<file path="src/rtl/mdu_iter.sv">
// mdu_iter: iterative radix-2 multiply/divide unit for the RV M-extension
// (MUL, MULH, MULHSU, MULHU, DIV, DIVU, REM, REMU).
//
// Operands are converted to sign/magnitude on accept. XLEN shift-add (multiply)
// or restoring-subtract (divide) iterations run on the magnitudes, one bit per
// cycle. The sign correction is folded into the last iteration cycle, so the
// result takes no extra cycle.
// Divide-by-zero and signed overflow skip the iterations and complete in one cycle.
//
// Ports:
//   clk         clock, rising edge
//   rst_n       synchronous active-low reset
//   flush       kills any in-flight or pending op (priority over everything)
//   in_valid    op request valid
//   in_ready    unit idle and able to accept
//   in_op       RV funct3 selecting the operation
//   in_a, in_b  rs1 / rs2 operands (latched on accept)
//   in_tag      opaque tag echoed on out_tag
//   out_valid   result valid (held until out_ready)
//   out_ready   consumer accepts result
//   out_result  result, holds last value outside DONE
//   out_tag     tag of the op that produced out_result
module mdu_iter #(
    parameter int XLEN  = 64,
    parameter int TAG_W = 5
) (
    input  logic             clk,
    input  logic             rst_n,
    input  logic             flush,
    input  logic             in_valid,
    output logic             in_ready,
    input  logic [2:0]       in_op,
    input  logic [XLEN-1:0]  in_a,
    input  logic [XLEN-1:0]  in_b,
    input  logic [TAG_W-1:0] in_tag,
    output logic             out_valid,
    input  logic             out_ready,
    output logic [XLEN-1:0]  out_result,
    output logic [TAG_W-1:0] out_tag
);

    localparam int PW    = 2 * XLEN;
    localparam int CNT_W = $clog2(XLEN);
    localparam logic [CNT_W-1:0] CNT_LAST = CNT_W'(XLEN - 1);

    localparam logic [2:0] OP_MUL    = 3'b000;
    localparam logic [2:0] OP_MULH   = 3'b001;
    localparam logic [2:0] OP_MULHSU = 3'b010;
    localparam logic [2:0] OP_MULHU  = 3'b011;
    localparam logic [2:0] OP_DIV    = 3'b100;
    localparam logic [2:0] OP_DIVU   = 3'b101;
    localparam logic [2:0] OP_REM    = 3'b110;
    localparam logic [2:0] OP_REMU   = 3'b111;

    localparam logic [XLEN-1:0] ZERO     = {XLEN{1'b0}};
    localparam logic [XLEN-1:0] ALL_ONES = {XLEN{1'b1}};
    localparam logic [XLEN-1:0] INT_MIN  = {1'b1, {(XLEN-1){1'b0}}};

    typedef enum logic [1:0] {
        IDLE = 2'b00,
        CALC = 2'b01,
        DONE = 2'b10
    } state_t;

    // Two's-complement negate when neg is set.
    function automatic logic [XLEN-1:0] cond_neg(input logic [XLEN-1:0] v, input logic neg);
        return neg ? (~v + XLEN'(1)) : v;
    endfunction

    // rs1 is treated as signed for MULH, MULHSU, DIV and REM.
    function automatic logic op_a_signed(input logic [2:0] op);
        logic s;
        case (op)
            OP_MULH, OP_MULHSU, OP_DIV, OP_REM: s = 1'b1;
            default:                            s = 1'b0;
        endcase
        return s;
    endfunction

    // rs2 is treated as signed for MULH, DIV and REM.
    function automatic logic op_b_signed(input logic [2:0] op);
        logic s;
        case (op)
            OP_MULH, OP_DIV, OP_REM: s = 1'b1;
            default:                 s = 1'b0;
        endcase
        return s;
    endfunction

    state_t             state_r, state_s;
    logic [CNT_W-1:0]   cnt_r;
    logic [2:0]         op_r;
    logic [TAG_W-1:0]   tag_r;
    logic [XLEN-1:0]    b_mag_r;
    logic [PW-1:0]      acc_r;
    logic               neg_q_r;
    logic               neg_r_r;
    logic [XLEN-1:0]    result_r;
    logic [TAG_W-1:0]   out_tag_r;
    logic               out_valid_r;

    logic               accept_s;
    logic               a_neg_s, b_neg_s;
    logic [XLEN-1:0]    a_mag_s, b_mag_s;
    logic               div_zero_s, div_ovf_s, fast_s;
    logic [XLEN-1:0]    fast_result_s;
    logic [XLEN:0]      mul_sum_s;
    logic [PW-1:0]      mul_nxt_s;
    logic [XLEN:0]      div_shl_s, div_dif_s;
    logic               div_ge_s;
    logic [XLEN-1:0]    div_rem_s;
    logic [PW-1:0]      div_nxt_s;
    logic [PW-1:0]      acc_nxt_s;
    logic [PW-1:0]      prod_s;
    logic [XLEN-1:0]    calc_result_s;

    assign in_ready   = rst_n && (state_r == IDLE);
    assign accept_s   = in_valid && in_ready && !flush;
    assign out_valid  = out_valid_r;
    assign out_result = result_r;
    assign out_tag    = out_tag_r;

    // Decode the incoming op: magnitudes, sign flags and the one-cycle special cases.
    always_comb begin
        a_neg_s       = op_a_signed(in_op) & in_a[XLEN-1];
        b_neg_s       = op_b_signed(in_op) & in_b[XLEN-1];
        a_mag_s       = cond_neg(in_a, a_neg_s);
        b_mag_s       = cond_neg(in_b, b_neg_s);
        div_zero_s    = in_op[2] & (in_b == ZERO);
        div_ovf_s     = in_op[2] & ~in_op[0] & (in_a == INT_MIN) & (in_b == ALL_ONES);
        fast_s        = div_zero_s | div_ovf_s;
        fast_result_s = ZERO;
        if (div_zero_s) begin
            fast_result_s = in_op[1] ? in_a : ALL_ONES;
        end else if (div_ovf_s) begin
            fast_result_s = in_op[1] ? ZERO : in_a;
        end else begin
            fast_result_s = ZERO;
        end
    end

    // One iteration step. acc_r holds {partial product, multiplier} for multiply
    // and {partial remainder, dividend/quotient} for divide.
    always_comb begin
        mul_sum_s = {1'b0, acc_r[PW-1:XLEN]}
                  + (acc_r[0] ? {1'b0, b_mag_r} : {(XLEN+1){1'b0}});
        mul_nxt_s = {mul_sum_s, acc_r[XLEN-1:1]};
        div_shl_s = {acc_r[PW-1:XLEN], acc_r[XLEN-1]};
        div_ge_s  = (div_shl_s >= {1'b0, b_mag_r});
        div_dif_s = div_shl_s - {1'b0, b_mag_r};
        div_rem_s = div_ge_s ? div_dif_s[XLEN-1:0] : div_shl_s[XLEN-1:0];
        div_nxt_s = {div_rem_s, acc_r[XLEN-2:0], div_ge_s};
        acc_nxt_s = op_r[2] ? div_nxt_s : mul_nxt_s;
    end

    // Sign-corrected final result, formed from the last iteration's output.
    always_comb begin
        prod_s = neg_q_r ? (~acc_nxt_s + PW'(1)) : acc_nxt_s;
        case (op_r)
            OP_MUL:                       calc_result_s = prod_s[XLEN-1:0];
            OP_MULH, OP_MULHSU, OP_MULHU: calc_result_s = prod_s[PW-1:XLEN];
            OP_DIV, OP_DIVU:              calc_result_s = cond_neg(acc_nxt_s[XLEN-1:0], neg_q_r);
            OP_REM, OP_REMU:              calc_result_s = cond_neg(acc_nxt_s[PW-1:XLEN], neg_r_r);
            default:                      calc_result_s = ZERO;
        endcase
    end

    // Next-state logic; flush overrides accept and the output handshake.
    always_comb begin
        state_s = state_r;
        if (flush) begin
            state_s = IDLE;
        end else begin
            case (state_r)
                IDLE: begin
                    if (accept_s) begin
                        state_s = fast_s ? DONE : CALC;
                    end else begin
                        state_s = IDLE;
                    end
                end
                CALC: begin
                    if (cnt_r == CNT_LAST) begin
                        state_s = DONE;
                    end else begin
                        state_s = CALC;
                    end
                end
                DONE: begin
                    if (out_ready) begin
                        state_s = IDLE;
                    end else begin
                        state_s = DONE;
                    end
                end
                default: state_s = IDLE;
            endcase
        end
    end

    // State register and the registered out_valid that mirrors the DONE state.
    always_ff @(posedge clk) begin
        if (!rst_n) begin
            state_r     <= IDLE;
            out_valid_r <= 1'b0;
        end else begin
            state_r     <= state_s;
            out_valid_r <= (state_s == DONE);
        end
    end

    // Datapath: latch the op on accept, iterate in CALC, register the result.
    always_ff @(posedge clk) begin
        if (!rst_n) begin
            cnt_r     <= {CNT_W{1'b0}};
            op_r      <= 3'b000;
            tag_r     <= {TAG_W{1'b0}};
            b_mag_r   <= ZERO;
            acc_r     <= {PW{1'b0}};
            neg_q_r   <= 1'b0;
            neg_r_r   <= 1'b0;
            result_r  <= ZERO;
            out_tag_r <= {TAG_W{1'b0}};
        end else if (accept_s) begin
            cnt_r   <= {CNT_W{1'b0}};
            op_r    <= in_op;
            tag_r   <= in_tag;
            b_mag_r <= b_mag_s;
            acc_r   <= {ZERO, a_mag_s};
            neg_q_r <= a_neg_s ^ b_neg_s;
            neg_r_r <= a_neg_s;
            if (fast_s) begin
                result_r  <= fast_result_s;
                out_tag_r <= in_tag;
            end
        end else if ((state_r == CALC) && !flush) begin
            acc_r <= acc_nxt_s;
            cnt_r <= cnt_r + CNT_W'(1);
            if (cnt_r == CNT_LAST) begin
                result_r  <= calc_result_s;
                out_tag_r <= tag_r;
            end
        end
    end

endmodule

</file>
<file path="config.mk">
export PLATFORM = sky130hd
export DESIGN_NAME = mdu_iter
export DESIGN_NICKNAME = d
export VERILOG_FILES = /design/src/rtl/mdu_iter.sv
export SDC_FILE = /design/constraint.sdc
export NUM_CORES = 2
export LEC_CHECK = 0
export ABC_CLOCK_PERIOD_IN_PS = 8900
export CAP_MARGIN = 10
export CORE_MARGIN = 2
export CORE_UTILIZATION = 50
export CTS_CLUSTER_DIAMETER = 120
export CTS_CLUSTER_SIZE = 28
export DETAILED_ROUTE_END_ITERATION = 7
export PLACE_DENSITY = 0.7
export SYNTH_ARGS = -nofsm -noshare
export SYNTH_HDL_FRONTEND = slang
export SYNTH_SLANG_ARGS = --single-unit
</file>
<file path="constraint.sdc">
create_clock -name clk -period 8.9 [get_ports clk]
set_input_delay 1.78 -clock clk [delete_from_list [all_inputs] [get_ports clk]]
set_output_delay 1.78 -clock clk [all_outputs]
set_load 0.05 [all_outputs]
</file>
==> impl_results.md <==
- Status: completed
- Vias per cell: 6.97
- H-tree depth: 1
- Warnings, synthesis: 0
- Syn Std Cell Area: 0.0310 sq mm
- 1st-pass router iterations: 7
- Total net switching power: 1.77 mW
- Mean Syn Cell Area: 6.88 sq um
- Sequential Power Share: 0.341
- Worst slew pin tran: 1.28 ns
- Max clock buf depth: 3
- Clock share of power: 0.239
- CP Capture Type: flip-flop
- CTS clk-pin slew, worst paths: 0.12 ns
- Syn Nets: 4786
- Seq/Total Area, Yosys: 0.181
- Gr usage total: 0.437
- Final setup violation count: 0
- Site row count: 91
- Seq cells post-synth: 280
- RSZ-0062 raised after global routing: no
- Core area: 0.0615 sq mm
- Commonest non-fill, non-tap cell in the layout: nor2_1
- Met2 usage: 0.642
- Initial Util: 0.504
- First-pass GRT wire length: 213 mm
- RePlAce Congestion: 1.09
- EDFF count, synth: 0
- Worst setup SP type: flip-flop
- DP Wirelength: 113 mm
- Largest net degree at the start of global routing: 103
- CTS tree: built
- NumNets Final: 4778
- Via count: 36900
- Met3 Track Usage GR: 0.122
- Max FO, Critical Path: 14
- DRT iter0 DRCs: 5330
- Sw frac: 0.444
- Slew Limit Fails: 0
- Post-synthesis cell type count: 105
- Total setup buffers inserted after CTS: 0
- FMAX: 127 MHz
- Internal: 2.22 mW
- Post-CTS resize count: 0
- CTS Buf Count: 16
- Top Usage Layer GRT: met2
- Initial antenna violation count: 8
- Synthesis-to-layout area growth: 9.75%
- GR Overflow Total: 0
- IO Count: 212
- Gate power share: 0.420
- # DRC: 0
- Hold/Removal Path Class: reg2reg
- Leakage power: 12.5 nW
- Worst slew margin: 0.121
- Final hold viol count: 0
- Die W: 253 um
- Met1 GRT Util: 0.600
- Worst Hold Slack: 0.483 ns
- Final Cycle Share: 0.887
- Asr flop ratio synth: 0
- Pwr per Cell Area: 117 mW/mm^2
- Most used flip-flop cell after synthesis: dfxtp_1
- Fill cell count: 6178
- Post-route ant nets: 0
- N_diodes: 0
- Hold buffers post-CTS: 0
- Max_cap viols: 0
- CP required: 9.44 ns
- Register Area: 0.00561 sq mm
- R2r setup slk: 1.00 ns
- Most frequent cells in the layout: 462 x nor2_1, 432 x a21oi_1, 419 x nand2_1
- Tmin final: 7.90 ns
- Die H: 253 um
- Worst vdd ir: 0.131 mV
- Fin Setup TNS: 0 ns
- Clock Skew: 0.0380 ns
- Cells after Synth: 4509
- Routed wire per std cell: 27.4 um
- Share of layout cells above drive strength 1: 0.0450
- Multi-input gate area: 0.0237 sq mm
- Final wirelength: 145 mm
- Clock sinks: 280
- Die area: 0.0640 sq mm
- IO buf count: 211
- Root buffer cell: clkbuf_16
- CP arrival: 8.43 ns
- Clk Latency, worst-skew pair: 0.59 ns
- Crit Path Class: reg2reg
- Vias in the first global route: 33100
## logic make-up after synthesis
kind of cell / count (synthesis) / share of synthesized area
flops: 280 / 0.181
compound gates: 1531 / 0.315
buf+inv: 450 / 0.0577
xor+xnor: 328 / 0.0927
mux: 96 / 0.0314
simple gates: 1688 / 0.267
fa+ha+maj: 136 / 0.0554
## sequential cells by signal, summed over array words and instances, names as in the netlist
name        cells
cnt_r           6
tag_r           5
out_result     64
neg_r_r         1
op_r            3
out_tag         5
acc_r         128
b_mag_r        64
out_valid       1
state_r         2
neg_q_r         1
## worst max-delay path: stages (launching register included)
cell and delay, ns:
dfxtp_1 0.36, inv_1 0.05, ha_1 0.40, a21oi_1 0.19, o21ai_0 0.23, a32o_1 0.35, o21ai_1 0.50, a21o_1 0.29
a31oi_1 0.38, inv_1 0.36, ha_1 0.23, o211ai_1 0.12, nor2_1 0.21, inv_1 0.11, or4b_1 0.68, or4_1 0.53
or3_1 0.43, or2_1 0.55, nor3_2 0.35, nand4_1 0.28, a32oi_1 0.44, xor2_1 0.18, a2111oi_0 0.52, a21o_1 0.13
## final timing paths
path | from | endpoint | cells after the start
max | b_mag_r[8] | out_result[26] | 23
min | out_result[44] | out_result[44] | 2
max reg2reg | b_mag_r[8] | out_result[26] | 23
min reg2reg | out_result[44] | out_result[44] | 2
## power groups by stage
stage	sequential, mW	clock [mW]	combinational, mW
after global placement	1.38	0	1.59
after floorplan	1.35	0	1.03
after detailed placement	1.39	0	1.58
after global routing	1.37	0.987	1.76
after CTS	1.36	0.956	1.59
final	1.36	0.954	1.68
## routing by layer
metal  vias up  share of wire
met2      2546           0.41
li1      16600              -
met1     17300           0.40
met3       417           0.14
met5         -        0.00067
met4        12          0.050
## cell type report
type	count	share of cell area
Clock inverter	7	0.00298
Sequential cell	280	0.165
Inverter	133	0.0147
Timing Repair Buffer	291	0.0800
Tap cell	790	0.0291
Multi-Input combinational cell	3779	0.695
Clock buffer	19	0.0130
## metrics by stage
| stage | util | total power [mW] | setup slack (ns) | cell area, sq um | cells |
|---|---|---|---|---|---|
| 3_5_place_dp | 0.544 | 2.97 | 1.32 | 33500 | 5272 |
| 3_3_place_gp | 0.544 | 2.97 | 1.27 | 33500 | 5272 |
| 2_1_floorplan | - | 2.38 | 3.10 | 31000 | 4509 |
| 5_1_grt | 0.553 | 4.11 | 0.701 | 34000 | 5299 |
| 4_1_cts | 0.553 | 3.90 | 1.37 | 34000 | 5298 |
| 6_report | 0.553 | 3.99 | 1.00 | 34000 | 5299 |
## synthesized netlist by cell type, types with 12 or more instances
cell type  count  share of area
o41ai_1       17         0.0048
inv_1        132          0.016
and2_1        83          0.017
nand3_1      156          0.025
dfxtp_1      280           0.18
a31oi_1       52          0.010
o21a_1        32         0.0077
nor2b_1       24         0.0048
buf_1         33         0.0040
nor3_1       122          0.020
clkbuf_1     242          0.029
o211ai_1      52          0.013
o311ai_0      13         0.0037
o21ai_1       12         0.0019
and3_1        42         0.0085
or3_1         62          0.013
o31ai_1       37         0.0090
and4_1        21         0.0059
ha_1         134          0.054
a311oi_1      14         0.0040
xnor2_1      186          0.053
a22oi_1       18         0.0044
mux2i_1       85          0.027
xor2_1       142          0.040
o22ai_1       28         0.0057
o21bai_1      21         0.0051
nand2_1      422          0.051
buf_2         32         0.0052
o221ai_1      28         0.0079
a21oi_1      433          0.070
nand2b_1      32         0.0065
nor4_1        39         0.0079
nor3b_1       18         0.0044
nand4_1      113          0.023
a21o_1        67          0.016
a221oi_1      19         0.0054
o21ai_0      392          0.063
nor2_1       465          0.056
a211oi_1     132          0.032
or2_2         16         0.0032
or4_1         19         0.0046
a211o_1       12         0.0034
Power figures use the tool's default switching activity.
